[src/rtl/uart_tx.sv]
// -----------------------------------------------------------------------------
// uart_tx -- serial UART transmitter, one bit per clk cycle.
//
// The clock is already divided down to the baud rate, so each FSM state that
// drives the line lasts exactly one clk cycle (DATA lasts DATA_WIDTH cycles).
// Frame on TX_OUT: start bit (0), DATA_WIDTH data bits LSB first, optional
// parity bit, stop bit (1). The line idles high.
//
// Compile-time option:
//   UART_TX_PARITY_EN  defined   -> PARITY state and parity logic are built;
//                                   PAR_EN / PAR_TYP select parity per frame.
//                      undefined -> no parity hardware; PAR_EN / PAR_TYP are
//                                   accepted as ports but ignored, and every
//                                   frame is DATA_WIDTH+2 cycles.
//
// Parameters:
//   DATA_WIDTH  number of data bits per frame (default 8)
//
// Ports:
//   clk         TX bit clock
//   rst         asynchronous, active-low reset
//   P_DATA      parallel word to transmit
//   DATA_VALID  one-cycle transmit request, honoured only while idle
//   PAR_EN      1 appends a parity bit to the frame
//   PAR_TYP     0 = even parity, 1 = odd parity
//   TX_OUT      registered serial line output
//   busy        registered, high while a frame is on the line
// -----------------------------------------------------------------------------
module uart_tx #(
    parameter int DATA_WIDTH = 8
) (
    input  logic                  clk,
    input  logic                  rst,
    input  logic [DATA_WIDTH-1:0] P_DATA,
    input  logic                  DATA_VALID,
    input  logic                  PAR_EN,
    input  logic                  PAR_TYP,
    output logic                  TX_OUT,
    output logic                  busy
);

    // Bit counter wide enough to index every data bit (at least 1 bit wide).
    localparam int CNT_W = (DATA_WIDTH > 1) ? $clog2(DATA_WIDTH) : 1;
    localparam logic [CNT_W-1:0] LAST_BIT = CNT_W'(DATA_WIDTH - 1);
    localparam logic [CNT_W-1:0] CNT_ZERO = CNT_W'(0);
    localparam logic [CNT_W-1:0] CNT_ONE  = CNT_W'(1);

    typedef enum logic [2:0] {
        IDLE   = 3'd0,
        START  = 3'd1,
        DATA   = 3'd2,
        STOP   = 3'd3
`ifdef UART_TX_PARITY_EN
        ,
        PARITY = 3'd4
`endif
    } state_t;

    state_t                  state_r;
    state_t                  state_nxt_s;
    logic [CNT_W-1:0]        bit_cnt_r;
    logic [CNT_W-1:0]        bit_cnt_nxt_s;
    logic [DATA_WIDTH-1:0]   data_r;
    logic [DATA_WIDTH-1:0]   data_nxt_s;
    // tx_nxt_s / busy_nxt_s are the line values for the state being entered,
    // so the registered outputs line up with the state register.
    logic                    tx_r;
    logic                    tx_nxt_s;
    logic                    busy_r;
    logic                    busy_nxt_s;

`ifdef UART_TX_PARITY_EN
    logic                    par_en_r;
    logic                    par_en_nxt_s;
    logic                    par_typ_r;
    logic                    par_typ_nxt_s;

    // Even parity is the XOR-reduction of the word; odd parity inverts it.
    function automatic logic parity_f(input logic [DATA_WIDTH-1:0] word,
                                      input logic                  odd);
        return (^word) ^ odd;
    endfunction
`else
    // Parity controls have no function in this build.
    logic                    unused_par_s;
    assign unused_par_s = PAR_EN ^ PAR_TYP;
`endif

    // Next-state, next-line-value and capture logic for the transmit FSM.
    always_comb begin
        state_nxt_s   = state_r;
        bit_cnt_nxt_s = bit_cnt_r;
        data_nxt_s    = data_r;
        tx_nxt_s      = 1'b1;
        busy_nxt_s    = 1'b0;
`ifdef UART_TX_PARITY_EN
        par_en_nxt_s  = par_en_r;
        par_typ_nxt_s = par_typ_r;
`endif

        case (state_r)
            IDLE: begin
                if (DATA_VALID) begin
                    // Everything the frame needs is captured here, so later
                    // changes on the inputs cannot disturb the frame in flight.
                    state_nxt_s   = START;
                    data_nxt_s    = P_DATA;
                    bit_cnt_nxt_s = CNT_ZERO;
`ifdef UART_TX_PARITY_EN
                    par_en_nxt_s  = PAR_EN;
                    par_typ_nxt_s = PAR_TYP;
`endif
                    tx_nxt_s      = 1'b0;
                    busy_nxt_s    = 1'b1;
                end else begin
                    state_nxt_s   = IDLE;
                    tx_nxt_s      = 1'b1;
                    busy_nxt_s    = 1'b0;
                end
            end

            START: begin
                state_nxt_s   = DATA;
                bit_cnt_nxt_s = CNT_ZERO;
                tx_nxt_s      = data_r[0];
                busy_nxt_s    = 1'b1;
            end

            DATA: begin
                busy_nxt_s = 1'b1;
                if (bit_cnt_r == LAST_BIT) begin
`ifdef UART_TX_PARITY_EN
                    if (par_en_r) begin
                        state_nxt_s = PARITY;
                        tx_nxt_s    = parity_f(data_r, par_typ_r);
                    end else begin
                        state_nxt_s = STOP;
                        tx_nxt_s    = 1'b1;
                    end
`else
                    state_nxt_s = STOP;
                    tx_nxt_s    = 1'b1;
`endif
                end else begin
                    state_nxt_s   = DATA;
                    bit_cnt_nxt_s = bit_cnt_r + CNT_ONE;
                    tx_nxt_s      = data_r[bit_cnt_nxt_s];
                end
            end

`ifdef UART_TX_PARITY_EN
            PARITY: begin
                state_nxt_s = STOP;
                tx_nxt_s    = 1'b1;
                busy_nxt_s  = 1'b1;
            end
`endif

            STOP: begin
                // Leaving STOP always passes through IDLE, which guarantees
                // at least one idle cycle between frames.
                state_nxt_s = IDLE;
                tx_nxt_s    = 1'b1;
                busy_nxt_s  = 1'b0;
            end

            default: begin
                state_nxt_s   = IDLE;
                bit_cnt_nxt_s = CNT_ZERO;
                tx_nxt_s      = 1'b1;
                busy_nxt_s    = 1'b0;
            end
        endcase
    end

    // State, counter, data and output registers; reset aborts any frame at once.
    always_ff @(posedge clk or negedge rst) begin
        if (!rst) begin
            state_r   <= IDLE;
            bit_cnt_r <= CNT_ZERO;
            data_r    <= {DATA_WIDTH{1'b0}};
            tx_r      <= 1'b1;
            busy_r    <= 1'b0;
        end else begin
            state_r   <= state_nxt_s;
            bit_cnt_r <= bit_cnt_nxt_s;
            data_r    <= data_nxt_s;
            tx_r      <= tx_nxt_s;
            busy_r    <= busy_nxt_s;
        end
    end

`ifdef UART_TX_PARITY_EN
    // Per-frame parity settings captured at acceptance.
    always_ff @(posedge clk or negedge rst) begin
        if (!rst) begin
            par_en_r  <= 1'b0;
            par_typ_r <= 1'b0;
        end else begin
            par_en_r  <= par_en_nxt_s;
            par_typ_r <= par_typ_nxt_s;
        end
    end
`endif

    assign TX_OUT = tx_r;
    assign busy   = busy_r;

endmodule

[config.mk]
export PLATFORM = sky130hd
export DESIGN_NAME = uart_tx
export DESIGN_NICKNAME = d
export VERILOG_FILES = /design/src/rtl/uart_tx.sv
export SDC_FILE = /design/constraint.sdc
export NUM_CORES = 1
export LEC_CHECK = 0
export CAP_MARGIN = 25
export CORE_UTILIZATION = 44
export DETAILED_ROUTE_END_ITERATION = 8
export HOLD_SLACK_MARGIN = 0.05
export PLACE_DENSITY = 0.73
export SYNTH_ARGS = -nofsm -noshare
export SYNTH_HDL_FRONTEND = slang
export SYNTH_SLANG_ARGS = --single-unit
[constraint.sdc]
create_clock -name clk -period 1.95 [get_ports clk]
set_clock_uncertainty 0.2 [all_clocks]
set_input_delay 0.39 -clock clk [delete_from_list [all_inputs] [get_ports clk]]
set_output_delay 0.39 -clock clk [all_outputs]
set_load 0.1 [all_outputs]
==> impl_results.md, run 1 <==
- Outcome: completed
- Switching share of total power: 0.387
- Gr usage total: 0.160
- # resized after CTS: 0
- Worst path slowest cell: dfrtp_1
- Sequential share of the synthesized area: 0.508
- Most common cell after layout, fill and taps aside: dfrtp_1
- Core footprint: 1540 um2
- Distinct cells, synth: 15
- Hpwl dp: about 930 um
- Mapped cell area: 742 um2
- Starting DRT DRC Count: 0
- Htree depth: 1
- Worst-path maximum fanout: 2
- DR vias/cell: around 5.1
- Critical Path Most Common Cell: ha_1
- WHS: ~140 ps
- Layout cell share with drive strength beyond 1: 0.267
- Vias in the first global route: ~500
- Initial Util: 0.481
- Crit path largest cell delay: around 400 ps
- Switch Pwr: between 0.6 and 0.7 mW
- Clk sink count: 15
- Synthesized Nets: 75
- Logic pwr share: 0.536
- Clock buffer depth: 2
- Critical-path cell list: ha_1 > ha_1 > a221oi_4 > mux2_1
- Yosys reg bits: 15
- Crit path DAT: ~1700 ps
- Max-cap viol count: 0
- Final setup fails: 0
- Final Hold Viols: 0
- Worst skew pair latency: 280 ps
- DR DRC count: 0
- Share of power burned in registers: 0.352
- Startpoint Class: flip-flop
- Area Overhead vs Synth: 28.2%
- Worst EP required: ~1900 ps
- IO Count: 15
- Filler-free cell count of the finished design: just over 90
- Most frequent cells in the layout: dfrtp_1, clkdlybuf4s50_1, mux2_2
- Clock network fraction of design power: 0.112
- PortBufs: 12
- Net count, final: 95
- Tightest Hold Check Type: input pin to asynchronous set/reset pin
- Largest net degree at the start of global routing: 11
- Setup_tns: 0 ps
- Syn. warnings: 0
- Syn_area_per_cell: 13.2 um2
- Die width: between 40 and 50 um
- Initial antenna violation count: 0
- Power Density: about 1600 nW/um2
- Fmax achieved: roughly 0.57 GHz
- Power, Total: about 1.6 mW
- Tightest Pin Transition: 370 ps
- Static Leak: between 0.4 and 0.5 nW
- Via count: 466
- Slew Viols, Final: 0
- CP Buf/Inv Count: 0
- Die Ht: 43.1 um
- Clk root buf: clkbuf_4
- CTS tree: done
- Inst Count DP: 87
- # rows: 14
- Post-CTS Setup Inserts: 0
- Pre-CTS setup slack: around 2.3 ps
- DRT antenna net count: 0
- Hold-fix buffers at CTS: 0
- Delay-heaviest family, CP: adder cells
- Routability Congestion: approximately 0.68
- Relative slew slack: 0.753
- Num CTS Buffers: 3
- Post-route setup slack: about 190 ps
- First drt pass iteration count: 1
- Drt wl/cell: 12.8 um
- Synth Instances: 56
- Int Power: 0.961 mW
- Final Cycle Share: 0.904
- Peak supply drop: a little over 0.7 mV
- WL final: ~1.2 mm
- Global-route wire length before repair: between 2 and 2.5 mm
- Crit path time final: ~1800 ps
- CP endpoint kind: flip-flop
- # diodes: 0
- Total gr overflow: 0
- RSZ-0062 raised after global routing: false
- WS Path Type: flip-flop to flip-flop
- DIE AREA: ~1900 um2
- Clock edge transition at the registers on the reported setup and hold paths: ~90 ps
synth_stat cells:
cell type,count,area [um2]
nor2b_1,2,12.5
nor2_1,3,11.3
dfstp_2,1,26.3
o311ai_2,1,16.3
mux2_2,8,90.1
nand2_1,5,18.8
dfrtp_1,14,350
a22o_1,1,8.76
a21oi_1,2,10.0
a221oi_4,1,26.3
mux4_2,1,22.5
mux2i_1,4,40.0
inv_1,6,22.5
mux2_1,1,11.3
ha_1,6,75.1
worst paths after layout:
path | from | endpoint | slack, ps | cells past startpoint
max | bit_cnt_r[0] | bit_cnt_r[0] | 190 | 4
min | rst | bit_cnt_r[2] | 140 | 1
max reg2reg | bit_cnt_r[0] | bit_cnt_r[0] | 190 | 4
min reg2reg | data_r[2] | data_r[2] | 310 | 1
max in group asynchronous | rst | data_r[0] | 990 | 2
min in group clk | data_r[2] | data_r[2] | 310 | 1
flip-flops by register name, summed over array words and instances (netlist names):
name	count
TX_OUT	1
bit_cnt_r	3
busy	1
data_r	8
state_r	2
power by group through the flow:
stage | logic, mW | clock network, mW | registers (mW)
2_1_floorplan | 0.457 | 0 | 0.697
3_3_place_gp | 0.827 | 0 | 0.553
3_5_place_dp | 0.852 | 0 | 0.558
4_1_cts | 0.854 | 0.183 | 0.553
5_1_grt | 0.915 | 0.194 | 0.571
6_report | 0.841 | 0.175 | 0.552
layer usage:
layer  routed length [um]  vias up  track usage
met5                    0        -            0
met4                   26        0        0.103
met3                   44        4       0.0298
met2                  557       12        0.252
met1                  540      220        0.199
li1                     -      230            -
area by class of cell:
class | instances | area [um2]
Inverter | 6 | 22.5
Tap cell | 16 | 20.0
Fill cell | 137 | 591
Sequential cell | 15 | 377
Multi-Input combinational cell | 35 | 343
Timing Repair Buffer | 15 | 163
Clock buffer | 4 | 26.3
per-stage QoR:
| stage | area (um2) | utilization |
|---|---|---|
| after floorplan | 742 | - |
| after global placement | 925 | 0.600 |
| after detailed placement | 925 | 0.600 |
| after CTS | 951 | 0.617 |
| after global routing | 951 | 0.617 |
| final | 951 | 0.617 |
cell families after synthesis:
| group | Yosys count | synth area share |
|---|---|---|
| simple gates | 10 | 0.0573 |
| flops | 15 | 0.508 |
| compound gates | 5 | 0.0826 |
| mux | 14 | 0.221 |
| fa+ha+maj | 6 | 0.101 |
| buf+inv | 6 | 0.0304 |
worst reg2reg max path, delay by kind of cell (launching register included):
kind / cells / cell delay [ps]
AOI/OAI and AO/OA: 1 / 290
DFF: 1 / 400
adders and majority gates: 2 / 420
muxes: 1 / 340
No activity file was read; power rests on OpenSTA's default activity.
==> inputs of run 2 (changes only) <==
SLEW_MARGIN = 20   (was not set)
==> results of run 2 <==
Final layout, timing and power as in run 1 (identical DEF).
==> inputs of run 3 (changes only) <==
GPL_ROUTABILITY_DRIVEN = 0   (was not set)
==> results of run 3 <==
Final layout, timing and power as in run 1 (identical DEF).
